$ cat src/rtl/cs_arb_pkg.sv
// cs_arb_pkg: shared sizes, FSM state type and grant encoding for the chip-select arbiter
package cs_arb_pkg;
    localparam int N_REQ = 16;
    localparam int IDX_W = 4;
    typedef enum logic [1:0] {IDLE, GRANT, GAP} arb_state_t;
    // Active-low one-hot select pattern for one requester
    function automatic logic [N_REQ-1:0] onehot_n(input logic [IDX_W-1:0] idx);
        return ~(N_REQ'(1) << idx);
    endfunction
endpackage

$ cat src/rtl/rr_pick16.sv
// rr_pick16: combinational round-robin pick of the first request at or after ptr
//   req [15:0] in  - active-high requests
//   ptr [3:0]  in  - highest-priority position
//   any        out - at least one request present
//   idx [3:0]  out - chosen requester, meaningful only when any=1
module rr_pick16
    import cs_arb_pkg::*;
(
    input  logic [N_REQ-1:0] req,
    input  logic [IDX_W-1:0] ptr,
    output logic             any,
    output logic [IDX_W-1:0] idx
);
    logic [2*N_REQ-1:0] dbl;
    logic [N_REQ-1:0]   rot;
    logic [IDX_W-1:0]   off;
    // Rotating right by ptr puts requester ptr at bit 0, so a fixed
    // lowest-bit-first encoder yields the round-robin offset from ptr.
    assign dbl = {req, req} >> ptr;
    assign rot = dbl[N_REQ-1:0];
    always_comb begin
        off = '0;
        for (int i = N_REQ - 1; i >= 0; i--)
            if (rot[i]) off = IDX_W'(i);
    end
    assign any = |req;
    assign idx = ptr + off;
endmodule

$ cat src/rtl/cs_rr_arbiter16.sv
// cs_rr_arbiter16: round-robin arbiter driving a 16-way active-low chip-select bus
//   clk            in  - rising-edge clock
//   rst            in  - synchronous active-high reset
//   en             in  - low forces all grants off
//   req [15:0]     in  - active-high requests
//   gnt_n [15:0]   out - registered active-low one-hot grant, all ones = none
//   gnt_idx [3:0]  out - current grantee, holds last value when gnt_valid=0
//   gnt_valid      out - high while a grant is driven
module cs_rr_arbiter16
    import cs_arb_pkg::*;
#(
    parameter int MAX_HOLD   = 8,
    parameter int GAP_CYCLES = 1,
    parameter int HOLD_W     = 4
) (
    input  logic             clk,
    input  logic             rst,
    input  logic             en,
    input  logic [N_REQ-1:0] req,
    output logic [N_REQ-1:0] gnt_n,
    output logic [IDX_W-1:0] gnt_idx,
    output logic             gnt_valid
);
    localparam int GAP_W = (GAP_CYCLES > 1) ? $clog2(GAP_CYCLES) : 1;
    localparam logic [HOLD_W-1:0] HOLD_MAX = HOLD_W'(MAX_HOLD - 1);
    localparam logic [GAP_W-1:0]  GAP_LAST = GAP_W'(GAP_CYCLES - 1);

    arb_state_t        state, state_d;
    logic [IDX_W-1:0]  ptr, ptr_d, pick, idx_d;
    logic [HOLD_W-1:0] hold_cnt, hold_d;
    logic [GAP_W-1:0]  gap_cnt, gap_d;
    logic [N_REQ-1:0]  gnt_n_d;
    logic              valid_d, any, others;

    rr_pick16 u_pick (
        .req (req),
        .ptr (ptr),
        .any (any),
        .idx (pick)
    );

    assign others = |(req & onehot_n(gnt_idx));

    always_comb begin
        state_d = state;
        ptr_d   = ptr;
        hold_d  = hold_cnt;
        gap_d   = gap_cnt;
        gnt_n_d = gnt_n;
        idx_d   = gnt_idx;
        valid_d = gnt_valid;
        case (state)
            IDLE: if (en && any) begin
                state_d = GRANT;
                idx_d   = pick;
                gnt_n_d = onehot_n(pick);
                valid_d = 1'b1;
                hold_d  = '0;
            end
            GRANT: if (!en) begin
                // Enable drop keeps ptr so the same requester wins again first
                state_d = IDLE;
                gnt_n_d = '1;
                valid_d = 1'b0;
            end else if (!req[gnt_idx] || (hold_cnt == HOLD_MAX && others)) begin
                state_d = GAP;
                gnt_n_d = '1;
                valid_d = 1'b0;
                ptr_d   = gnt_idx + IDX_W'(1);
                gap_d   = '0;
            end else if (hold_cnt != HOLD_MAX) begin
                hold_d = hold_cnt + HOLD_W'(1);
            end
            GAP: if (!en || gap_cnt == GAP_LAST) state_d = IDLE;
                 else gap_d = gap_cnt + GAP_W'(1);
            default: state_d = IDLE;
        endcase
    end

    always_ff @(posedge clk) begin
        if (rst) begin
            state     <= IDLE;
            ptr       <= '0;
            hold_cnt  <= '0;
            gap_cnt   <= '0;
            gnt_n     <= '1;
            gnt_idx   <= '0;
            gnt_valid <= 1'b0;
        end else begin
            state     <= state_d;
            ptr       <= ptr_d;
            hold_cnt  <= hold_d;
            gap_cnt   <= gap_d;
            gnt_n     <= gnt_n_d;
            gnt_idx   <= idx_d;
            gnt_valid <= valid_d;
        end
    end
endmodule

$ cat config.mk
export PLATFORM = sky130hd
export DESIGN_NAME = cs_rr_arbiter16
export DESIGN_NICKNAME = d
export VERILOG_FILES = /design/src/rtl/cs_arb_pkg.sv /design/src/rtl/rr_pick16.sv /design/src/rtl/cs_rr_arbiter16.sv
export SDC_FILE = /design/constraint.sdc
export NUM_CORES = 1
export LEC_CHECK = 0
export ABC_AREA = 1
export CORE_MARGIN = 8
export CORE_UTILIZATION = 38
export CTS_BUF_LIST = sky130_fd_sc_hd__clkbuf_8
export DETAILED_ROUTE_END_ITERATION = 7
export GPL_ROUTABILITY_DRIVEN = 1
export PLACE_DENSITY = 0.7
export RECOVER_POWER = 100
export SLEW_MARGIN = 10
export SYNTH_ARGS = -nofsm -noshare
export SYNTH_HDL_FRONTEND = slang
export SYNTH_SLANG_ARGS = --single-unit
$ cat constraint.sdc
create_clock -name clk -period 4.5 [get_ports clk]
set_input_delay 0.675 -clock clk [delete_from_list [all_inputs] [get_ports clk]]
set_output_delay 0.675 -clock clk [all_outputs]
set_load 0.02 [all_outputs]
==> results.txt <==
Worst Setup Start Kind: input port
CP Class: input port to flop
Layout area overhead: 18.4%
Fmax: 242 MHz
max-slew violations: 0
post-synth top area cell: dfxtp_1
worst hold path class: flop to flop
Antenna Nets Post-Route: 0
commonest cells in the netlist: 126 x nand2_1, 67 x nand3_1, 41 x inv_1, 32 x dfxtp_1, 27 x o21ai_0
Filler Cell Count: 794
hold_sp: gap_cnt$_SDFFE_PP0P_
Syn Nets: 494
row count: 32
Synth Cell Area: 2950 µm²
post_cts resized: 0
first-pass GRT wire length: 14400 µm
Final Hold Viols: 0
area of the multi-input gates: 1950 µm²
Longest Clk Path Bufs: 2
fin crit share: 91.9%
# DRC: 0
postcts setup bufs: 0
Clock transition at path regs: 60 ps
number of global-route vias before repair: 2978
Ports: 40
Skew-Pair Late Insertion Delay: 280 ps
crit-path max cell delay: 680 ps
GR Util All Layers: 15.5%
Pre-antenna DRT Iters: 5
Seq/Total Area, Yosys: 21.8%
routed vias/inst: 5.29
setup TNS: 0 ps
GPL Wtd Cong: 0.912
crit path DAT: 4290 ps
Max Cap Violations: 0
cts bufs inserted: 5
cell with the most instances after synthesis: nand2_1
Cells after Synth: 464
unrepaired setup endpoints after global routing: no
share of the synthesized area in the top cell type: 21.8%
initial antenna violation count: 0
Post-synth EDFFs: 0
chip width: 104 µm
vias: 3187
DR iter-0 viols: 191
Layout Skew: 2.19 ps
R2R Path Start: ptr[0]$_SDFFE_PP0P_
Async SR Flop Fraction: 0%
PortBufs: 39
outcome: finished clean
Mean Syn Cell Area: 6.35 µm²
initial core utilization: 38.7%
Ys Warns: 0
peak supply drop: 0.242 mV
Slowest cell on crit path: clkdlybuf4s50_1
Slew headroom: 57.1%
TritonCTS clock tree: built
setup violators final: 0
Nets: 529
fraction of layout cells with a size suffix above 1: 12.4%
FF/Latch Area: 641 µm²
worst-margin pin slew: 642 ps
Reg2Reg Depth: 34
crit-path max FO: 5
H-tree levels: 2
required time of the worst setup path: 4650 ps
Die Height: 104 µm
synth unique cells: 40
# hold bufs at CTS: 0
largest net degree at the start of global routing: 23
Hold EP: gap_cnt$_SDFFE_PP0P_
top post-synthesis cells by area: dfxtp_1 22%, nand2_1 16%, nand3_1 11%
critical path endpoint category: flop
crit-path most repeated cell: nand2_1
post-synthesis register bit count: 32
n_diodes: 0
Root Buffer: clkbuf_8
Synth Flop Type: dfxtp_1
total routed wirelength: 8210 µm
clk sinks: 32
Core Region: 7610 µm²
Pleak: 1.47 nW
die area: 10800 µm²
DP HPWL: 6180 µm
power density cells: 253 nW/µm²
critical path startpoint: req[14]
FF-to-FF setup slack: 660 ps
Final min period: 4140 ps
Reg-to-Reg End: gnt_n[3]$_SDFFE_PP1P_
Hold Path Depth: 2
drt wl/cell: 13.6 µm
global route overflow: 0
Finished Core Util: 45.8%
==> critical path, delay by kind of cell <==
family | cells | cell delay [ps]
buffers and inverters | 4 | 850
AND/OR/NAND/NOR | 22 | 1920
adder cells (fa/ha/maj) | 2 | 550
AO/OA/AOI/OAI | 3 | 300
==> report_power, final <==
group          total, mW  internal, mW  switching, mW
sequential         0.311         0.296         0.0152
combinational      0.352         0.128          0.224
clock              0.221         0.120          0.101
==> cells by family (layout without fill, tap and decap cells) <==
group                      Yosys count  after routing  synth area share, %
and+or+nand+nor                    263            263                 43.5
adders and majority gates           11             11                 4.93
xor gates and xnor gates             4              4                 1.83
DFF                                 32             32                 21.8
AOI/OAI and AO/OA                   83             83                 16.3
buffers and inverters               71            107                 11.7
==> through the flow <==
stage          worst slack [ps]  total power [mW]  instances  hold WS [ps]  instance area [µm²]
6_report                    363             0.884        602           470                 3490
5_1_grt                    24.4             0.948        602           502                 3490
4_1_cts                     371             0.894        602           472                 3490
3_5_place_dp               86.0             0.670        594           454                 3400
3_3_place_gp                114             0.668        594           457                 3400
2_1_floorplan              1150             0.571        464           445                 2950
==> state kept, by name, indices dropped and copies added, names as in the netlist <==
register / flops
gnt_n: 16
gnt_idx: 4
hold_cnt: 4
ptr: 4
state: 2
gap_cnt: 1
gnt_valid: 1
==> cells in the final DEF (no fill, tap or decap), types with 2 or more instances in the layout <==
cell / n
a21oi_1: 21
a221oi_1: 2
buf_4: 9
clkbuf_8: 6
clkdlybuf4s50_1: 18
clkinv_1: 2
dfxtp_1: 32
dlygate4sd3_1: 21
ha_1: 10
inv_1: 43
inv_2: 5
nand2_1: 126
nand2_2: 9
nand2_4: 7
nand3_1: 68
nand3_2: 12
nand4_1: 5
nor2_1: 20
nor2_2: 2
nor2_4: 2
nor3_1: 6
nor4_1: 4
o21ai_0: 29
o21ai_1: 8
o21ai_2: 5
o22ai_1: 12
xor2_1: 3
==> final cells by class <==
cell class                      count  share of cell area [%]
Clock buffer                        6                    2.37
Clock inverter                      2                   0.215
Inverter                           50                    5.67
Multi-Input combinational cell    361                    56.0
Sequential cell                    32                    18.4
Tap cell                          102                    3.66
Timing Repair Buffer               49                    13.7
==> layer usage <==
metal	track usage (%)	vias to the layer above	part of all wire [%]
met3	2.48	11	6.6
met5	0	-	0
met4	4.86	0	1.5
li1	-	1619	-
met2	23.6	120	43
met1	21.5	1437	49
==> worst max path at each step <==
stage / endpoint / slack (ps)
6_report: gnt_n[3]$_SDFFE_PP1P_ / 360
4_1_cts: gnt_n[3]$_SDFFE_PP1P_ / 370
2_1_floorplan: gnt_n[0]$_SDFFE_PP1P_ / 1150
3_3_place_gp: gnt_n[3]$_SDFFE_PP1P_ / 110
5_1_grt: gnt_n[2]$_SDFFE_PP1P_ / 20
3_5_place_dp: gnt_n[3]$_SDFFE_PP1P_ / 90
No activity file was read; power rests on OpenSTA's default activity.
